===== src/rtl/rr_pkg.sv =====
// Shared types and helpers for the round-robin request agent.
// Holds the FSM state encoding, the default client count, the client index
// width and the grant decode helpers used by the top level.
package rr_pkg;

    localparam int N_CLIENTS_DEF = 4;
    localparam int ID_W          = $clog2(N_CLIENTS_DEF);

    typedef enum logic [1:0] {
        IDLE = 2'd0,
        XFER = 2'd1,
        GAP  = 2'd2
    } state_t;

    // True when exactly one bit of v is set.
    function automatic logic is_onehot(input logic [N_CLIENTS_DEF-1:0] v);
        return (v != '0) && ((v & (v - N_CLIENTS_DEF'(1))) == '0);
    endfunction

    // Index of the set bit of a one-hot vector (OR of set positions).
    function automatic logic [ID_W-1:0] onehot_to_idx(input logic [N_CLIENTS_DEF-1:0] v);
        logic [ID_W-1:0] idx;
        idx = '0;
        for (int i = 0; i < N_CLIENTS_DEF; i++) begin
            if (v[i]) idx = idx | ID_W'(i);
        end
        return idx;
    endfunction

endpackage


===== src/rtl/rr_pend_counter.sv =====
// Per-client pending job counter.
// Saturates at 2**CNT_W-1 (further pushes are dropped), never underflows.
// An increment and a decrement in the same cycle cancel, even when full.
module rr_pend_counter #(
    parameter int CNT_W = 3
) (
    input  logic clk,
    input  logic rst,
    input  logic inc,
    input  logic dec,
    output logic full,
    output logic nonzero
);

    localparam logic [CNT_W-1:0] CNT_MAX = '1;

    logic [CNT_W-1:0] cnt;

    // Count pending jobs: push adds one unless full, accepted grant removes one.
    always_ff @(posedge clk) begin
        if (rst) begin
            cnt <= '0;
        end else if (inc && !dec && (cnt != CNT_MAX)) begin
            cnt <= cnt + 1'b1;
        end else if (dec && !inc && (cnt != '0)) begin
            cnt <= cnt - 1'b1;
        end
    end

    assign full    = (cnt == CNT_MAX);
    assign nonzero = (cnt != '0);

endmodule


===== src/rtl/rr_request_agent.sv =====
// Client-side front end for a round-robin arbiter.
// Queues job tokens per client, raises requests from registered counter state,
// accepts a one-hot grant and runs one BURST_LEN-beat burst per grant followed
// by a single idle GAP cycle. Illegal grants are ignored and flagged stickily.
// Optional starvation watchdog enabled by defining RR_TIMEOUT_EN.
//
// Handshake: a grant is accepted only in IDLE, only when one-hot and only when
// the granted client has pending work; every other nonzero grant is dropped and
// sets grant_err. xfer_valid/xfer_id/xfer_last carry no back-pressure.
module rr_request_agent
    import rr_pkg::*;
#(
    parameter int N_CLIENTS = N_CLIENTS_DEF,
    parameter int CNT_W     = 3,
    parameter int BURST_LEN = 4,
    parameter int TIMEOUT   = 32
) (
    input  logic                 clk,
    input  logic                 rst,
    input  logic [N_CLIENTS-1:0] job_push,
    output logic [N_CLIENTS-1:0] job_full,
    output logic [N_CLIENTS-1:0] request_sig,
    input  logic [N_CLIENTS-1:0] grant,
    output logic                 xfer_valid,
    output logic [ID_W-1:0]      xfer_id,
    output logic                 xfer_last,
    output logic                 grant_err,
    output logic [N_CLIENTS-1:0] timeout_err
);

    localparam int                BEAT_W    = $clog2(BURST_LEN + 1);
    localparam logic [BEAT_W-1:0] LAST_BEAT = BEAT_W'(BURST_LEN - 1);

    state_t               state;
    state_t               state_next;
    logic [BEAT_W-1:0]    beat_cnt;
    logic [ID_W-1:0]      id_q;
    logic [N_CLIENTS-1:0] pend_nz;
    logic [N_CLIENTS-1:0] grant_dec;
    logic                 accept;

    assign accept    = (state == IDLE) && is_onehot(grant) && ((grant & pend_nz) != '0);
    assign grant_dec = accept ? grant : '0;

    for (genvar i = 0; i < N_CLIENTS; i++) begin : g_pend
        rr_pend_counter #(.CNT_W(CNT_W)) u_pend (
            .clk     (clk),
            .rst     (rst),
            .inc     (job_push[i]),
            .dec     (grant_dec[i]),
            .full    (job_full[i]),
            .nonzero (pend_nz[i])
        );
    end

    // State register.
    always_ff @(posedge clk) begin
        if (rst) state <= IDLE;
        else     state <= state_next;
    end

    // Next state: IDLE -> XFER on accepted grant, XFER for BURST_LEN beats, one GAP cycle.
    always_comb begin
        state_next = state;
        case (state)
            IDLE:    if (accept) state_next = XFER;
            XFER:    if (beat_cnt == LAST_BEAT) state_next = GAP;
            GAP:     state_next = IDLE;
            default: state_next = IDLE;
        endcase
    end

    // Beat counter and latched client index for the running burst.
    always_ff @(posedge clk) begin
        if (rst) begin
            beat_cnt <= '0;
            id_q     <= '0;
        end else if (accept) begin
            beat_cnt <= '0;
            id_q     <= onehot_to_idx(grant);
        end else if (state == XFER) begin
            beat_cnt <= beat_cnt + 1'b1;
        end
    end

    // Sticky illegal-grant flag: any nonzero grant that was not accepted.
    always_ff @(posedge clk) begin
        if (rst)                          grant_err <= 1'b0;
        else if ((grant != '0) && !accept) grant_err <= 1'b1;
    end

    assign xfer_valid  = (state == XFER);
    assign xfer_last   = xfer_valid && (beat_cnt == LAST_BEAT);
    assign xfer_id     = xfer_valid ? id_q : '0;
    assign request_sig = (state == IDLE) ? pend_nz : '0;

`ifdef RR_TIMEOUT_EN
    localparam int                WAIT_W   = $clog2(TIMEOUT + 1);
    localparam logic [WAIT_W-1:0] WAIT_MAX = WAIT_W'(TIMEOUT);

    logic [WAIT_W-1:0]    wait_cnt [N_CLIENTS];
    logic [N_CLIENTS-1:0] to_err;

    // Starvation watch: count requesting cycles per client, flag on reaching TIMEOUT.
    always_ff @(posedge clk) begin
        if (rst) begin
            for (int i = 0; i < N_CLIENTS; i++) wait_cnt[i] <= '0;
            to_err <= '0;
        end else begin
            for (int i = 0; i < N_CLIENTS; i++) begin
                if (grant_dec[i]) begin
                    wait_cnt[i] <= '0;
                end else if (request_sig[i] && (wait_cnt[i] != WAIT_MAX)) begin
                    wait_cnt[i] <= wait_cnt[i] + 1'b1;
                    if (wait_cnt[i] == WAIT_MAX - 1'b1) to_err[i] <= 1'b1;
                end
            end
        end
    end

    assign timeout_err = to_err;
`else
    assign timeout_err = '0;

    // The watchdog is compiled out; a non-positive TIMEOUT would be meaningless anyway.
    if (TIMEOUT < 1) begin : g_timeout_unused
    end
`endif

endmodule

===== config.mk =====
export PLATFORM = sky130hd
export DESIGN_NAME = rr_request_agent
export DESIGN_NICKNAME = d
export VERILOG_FILES = /design/src/rtl/rr_pkg.sv /design/src/rtl/rr_pend_counter.sv /design/src/rtl/rr_request_agent.sv
export SDC_FILE = /design/constraint.sdc
export NUM_CORES = 1
export LEC_CHECK = 0
export CAP_MARGIN = 20
export CORE_MARGIN = 8
export CORE_UTILIZATION = 55
export DETAILED_ROUTE_END_ITERATION = 8
export GPL_ROUTABILITY_DRIVEN = 0
export PLACE_DENSITY = 0.84
export SLEW_MARGIN = 10
export SYNTH_ARGS = -nofsm -noshare
export SYNTH_HDL_FRONTEND = slang
export SYNTH_SLANG_ARGS = --single-unit
export TNS_END_PERCENT = 50

===== constraint.sdc =====
create_clock -name clk -period 5.7 [get_ports clk]
set_input_delay 0.855 -clock clk [delete_from_list [all_inputs] [get_ports clk]]
set_output_delay 0.855 -clock clk [all_outputs]
set_load 0.02 [all_outputs]

==> impl_results.md <==
- Leakage power: 0.0006423 µW
- Actual transition at the worst max-transition pin: 1.075 ns
- Total number of vias: 1189
- Flip-flop cell with the highest count after synthesis: sky130_fd_sc_hd__dfxtp_1
- Number of routed nets with antenna violations: 0
- Final global-route overflow total: 0
- Top Ports: 27
- Antenna violations before repair: 0
- Number of maximum-capacitance violations: 0
- Average wire length per cell after detail routing: 15.30 µm
- Total track usage: 15.15%
- Crit path capture type: flip-flop
- Post-synthesis instance area: 1356 µm²
- # port buffers: 22
- Commonest non-fill, non-tap cell in the layout: sky130_fd_sc_hd__nor2_1
- Warnings from Yosys: 0
- Dpl hpwl: 2465 µm
- Length of the first detailed-routing pass in iterations: 4
- Die extent in y: 65.66 µm
- Initial core utilization: 56.28%
- Initial DRC count: 90
- Number of buffers and inverters on the critical path: 1
- Area leader, netlist: sky130_fd_sc_hd__dfxtp_1
- Highest fanout seen on the critical path: 11
- Combined flip-flop and latch cell area: 400.4 µm²
- Number of endpoints failing setup at the final stage: 0
- Total area of multi-input combinational cells: 837.1 µm²
- Clock Sinks: 20
- Setup TNS after final layout: 0 ns
- Number of setup buffers added after CTS: 0
- CP max stage cell: sky130_fd_sc_hd__clkdlybuf4s50_1
- Cell breakdown of the critical path: clkdlybuf4s50_1, o31ai_1, o2111ai_1, a31o_2, fa_1, mux2i_1, mux2_2
- Kind of critical path: in2reg
- Startpoint types: input pin
- Layout-stage area growth over the synthesis result: 15.68%
- Via count of the first global-routing pass: 1145
- Required time at the endpoint of the critical path: 5.91 ns
- Top post-synthesis cells by area: sky130_fd_sc_hd__dfxtp_1 (30%), sky130_fd_sc_hd__nor2_1 (6.4%), sky130_fd_sc_hd__fa_1 (5.9%), sky130_fd_sc_hd__buf_4 (4.4%), sky130_fd_sc_hd__o211ai_2 (3.7%)
- Highest attainable clock frequency: 301.9 MHz
- Global-route wire length before repair: 5133 µm
- Number of resized instances in the post-cts repair step: 0
- Pwr Density: 317.5 nW/µm²
- Pins Over Slew Limit: 0
- Maximum number of buffers from clock root to sink: 2
- Unique masters post-synth: 42
- Num CTS Buffers: 3
- Final count of hold timing violations: 0
- Number of vias per cell after detailed routing: 5.772
- Post-layout min period: 3.312 ns
- Clock root buffer master: sky130_fd_sc_hd__clkbuf_4
- Number of cells in the design after placement: 202
- Nets: 193
- Setup repair after global routing missed its margin: false
- Synth async-reset ratio: 0%
- Leading cell types in the layout, fill and taps excluded: sky130_fd_sc_hd__nor2_1 (23), sky130_fd_sc_hd__clkdlybuf4s50_1 (22), sky130_fd_sc_hd__dfxtp_1 (20), sky130_fd_sc_hd__inv_1 (9), sky130_fd_sc_hd__a21oi_1 (9)
- Core area: 2410 µm²
- Headroom to the max-slew limit: 28.27%
- Slowest cell delay on critical path: 0.57 ns
- Final setup skew: 0.002975 ns
- CTS tree: yes
- Horizontal die dimension: 65.66 µm
- Worst path arrival time: 3.52 ns
- Number of levels the H-tree was split into: 1
- Antenna diode count: 0
- Sequential area share after synthesis: 29.52%
- Worst slack after detailed placement: 2.103 ns
- Post-CTS Hold Buffers: 0
- Latest clock arrival within the worst-skew pair: 0.31 ns
- Detailed-route wire length: 3151 µm
- Family with the most delay on the worst path: compound AO/OA/AOI/OAI gates
- Number of rows created at floorplan: 18
- Pin count of the biggest net entering global routing: 18
- Overall power after layout: 498.1 µW
- Post-synth EDFFs: 0
- Crit share post-route: 58.11%
- Run status: completed
- Clk pin slew, worst setup/hold paths: 0.11 ns
- Synthesized flop and latch total: 20
- Count of mapped cells out of synthesis: 163
- Area share of the largest cell type after synthesis: 29.52%
- Worst hold margin: 0.4781 ns
- Synthesized area per cell: 8.321 µm²
- Worst hold-check path type: reg2reg
- Peak supply drop: 241.6 µV
- Fill cell count: 223
- Count of unresolved DRC violations after routing: 0
- Die area: 4311 µm²
- Fin cells: 206
- Setup slack of the critical path after layout: 2.388 ns
- Fraction of final layout cells with drive strength greater than 1: 11.36%
[power breakdown]
group	internal [µW]	switching (µW)
clock network	39.1	46.0
logic	96.0	115
registers	167	35.2
[layout make-up]
type                    instances  area share, %
multi-input cells             120          53.35
flip-flops and latches         20          25.52
repair buffers                 22          14.04
inverters                      10          2.392
well taps                      30          2.392
clock buffers                   4          2.313
[flip-flops by register name, summed over array words and instances, names as in the netlist]
name,count
grant_err,1
g_pend.u_pend.cnt,12
id_q,2
beat_cnt,3
state,2
[through the flow]
stage	utilization, %	instance area (µm²)
CTS	65.11	1569
finish	65.11	1569
global route	65.11	1569
global placement	63.60	1533
detailed placement	63.60	1533
floorplan	-	1368
[routing by layer]
metal | wire (µm) | global-route usage [%]
met5 | 0 | 0
met3 | 213 | 4.762
met4 | 46 | 6.540
met2 | 1580 | 27.28
met1 | 1310 | 15.67
[cells by family after synthesis]
logic type | synth area share [%]
xor gates and xnor gates | 3.229
muxes | 3.875
DFF | 29.52
and+or+nand+nor | 25.19
buffers and inverters | 9.594
adders and majority gates | 7.749
other | 0.2765
AOI/OAI and AO/OA | 20.57
[path summary, 6_finish.rpt]
| path | start | to | slack [ns] | depth (start not counted) |
|---|---|---|---|---|
| setup reg to reg | g_pend[3].u_pend.cnt[0] | g_pend[2].u_pend.cnt[2] | 2.96 | 6 |
| hold / removal | grant_err | grant_err | 0.48 | 1 |
| setup / recovery | grant[3] | g_pend[2].u_pend.cnt[2] | 2.39 | 7 |
| hold reg to reg | grant_err | grant_err | 0.48 | 1 |
[synthesized netlist by cell type (5+ instances only)]
cell,count
sky130_fd_sc_hd__nor2_1,23
sky130_fd_sc_hd__dfxtp_1,20
sky130_fd_sc_hd__a21oi_1,9
sky130_fd_sc_hd__inv_1,9
sky130_fd_sc_hd__buf_4,8
sky130_fd_sc_hd__nor3_1,8
sky130_fd_sc_hd__nand2_1,7
sky130_fd_sc_hd__clkbuf_1,6
sky130_fd_sc_hd__xnor2_1,5
Note: power is estimated with default switching activity, not from simulation.
==> edit, RTL diff (config.mk and constraints unchanged) <==
`CNT_W` is set to 3 in 2 places; all go to 4.
--- a/src/rtl/rr_pend_counter.sv
+++ b/src/rtl/rr_pend_counter.sv
@@ -4,3 +4,3 @@
 module rr_pend_counter #(
-    parameter int CNT_W = 3
+    parameter int CNT_W = 4
 ) (
--- a/src/rtl/rr_request_agent.sv
+++ b/src/rtl/rr_request_agent.sv
@@ -13,3 +13,3 @@
     parameter int N_CLIENTS = N_CLIENTS_DEF,
-    parameter int CNT_W     = 3,
+    parameter int CNT_W     = 4,
     parameter int BURST_LEN = 4,
Function: changed (a bounded check fails within 10 cycles, from zero or initial values and one cycle with rst high).
==> edit against the unedited design <==
Power grew 17%. Sequential share of layout area fell by 1.4 points. Sequential power up 11%. Global-route usage down 0.46 points. Maximum frequency fell by 14%. Final area up 27%. Clock power is 50% higher. Register-to-register slack worse by 570 ps. Sequential cell count increased by 4. Synthesized area rose by 29%. Wire length is 21% higher. Via count rose by 21%. Setup slack got worse by 520 ps.
==> edit: results <==
set metrics [dict create \
    clock_skew_ps 3.92 \
    place_area_sq_mm 0.00194 \
    critPathArrivalTime_ps 4030 \
    finalNetCount 233 \
    seq_area_frac_synth 0.276 \
    leakage_uw 0.000835 \
    cts_buffer_depth 2 \
    outcome "complete, no violations" \
    drtAntennaViolNets 0 \
    synth-compound-area-share 0.164 \
    ir_drop_mv 0.160 \
    cts_buffers 3 \
    cp_max_fo 12 \
    synth_fa_ha_area_frac 0.118 \
    cts_root_buf "clkbuf_4" \
    drt-vias-per-instance 5.70 \
    p_sw_uw 213 \
    grt_pass1_wl_um 6240 \
    grtUsageTotal 0.147 \
    synth_mux_area_frac 0.0826 \
    ys_top_cells_by_count "nor2_1 (27), dfxtp_1 (24), mux2i_1 (11)" \
    largest_registers "g_pend.u_pend.cnt (16), beat_cnt (3)" \
    cts_resized 0 \
    yosys-top-cells-area "dfxtp_1 (28%), ha_1 (7.2%), mux2i_1 (6.3%)" \
    drive_above_1_share 0.0817 \
    finalWirelength_um 3820 \
    grt_max_degree 27 \
    tightest_slew_ps 990 \
    grt_pass1_vias 1405 \
    clock_latency_ps 330 \
    drtIter0Drc 79 \
    dp_hpwl_um 2810 \
    post_cts_buffers 0 \
    antenna_found_initial 0 \
    synth.distinct_cells 47 \
    clk_pin_slew_ps 140 \
    synth_xor_area_frac 0.0503 \
]
[edit: layout make-up]
class | instances | area [sq um]
Multi-Input combinational cell | 151 | 1160
Fill cell | 261 | 1040
Clock inverter | 1 | 30.0
Clock buffer | 3 | 22.5
Tap cell | 44 | 55.1
Sequential cell | 24 | 480
Timing Repair Buffer | 22 | 220
Inverter | 7 | 26.3
[edit: critical path, stage by stage]
cell and delay [ps]:
clkdlybuf4s50_1 760, nor4b_2 490, a221oi_1 140, nor3_2 490, nand2_1 120, nand2_1 160, ha_1 250, a21o_1 180
a21oi_1 210, and2_1 170, o21ai_0 60, nor3b_1 140
[edit: power by group through the flow]
| stage | clock network [uW] | registers [uW] | logic [uW] |
|---|---|---|---|
| 2_1_floorplan | 0 | 221 | 170 |
| 3_3_place_gp | 0 | 225 | 221 |
| 3_5_place_dp | 0 | 227 | 229 |
| 4_1_cts | 129 | 224 | 232 |
| 5_1_grt | 138 | 227 | 255 |
| 6_report | 128 | 224 | 232 |
[edit: logic make-up after synthesis]
kind of cell    count (synthesis)
buf+inv                        23
xor+xnor                       10
fa+ha+maj                      14
mux                            14
other cells                     1
flops                          24
compound gates                 34
simple gates                   75
[edit: metrics by stage]
step	worst slack (ps)	cells
2_1_floorplan	2410	198
3_3_place_gp	1620	248
3_5_place_dp	1530	248
4_1_cts	1870	252
5_1_grt	1510	252
6_report	1860	252
[edit: worst paths after layout]
check,startpoint,to,slack [ps],cells past startpoint
max,grant[3],g_pend[1].u_pend.cnt[3],1860,12
min,grant_err,grant_err,470,2
max reg2reg,g_pend[3].u_pend.cnt[0],g_pend[0].u_pend.cnt[3],2390,9
min reg2reg,grant_err,grant_err,470,2
[edit: per-layer routing]
| layer | track usage | wire (um) |
|---|---|---|
| met5 | 0 | 0 |
| met2 | 0.253 | 1880 |
| met1 | 0.167 | 1650 |
| met3 | 0.0317 | 199 |
| met4 | 0.0703 | 81 |
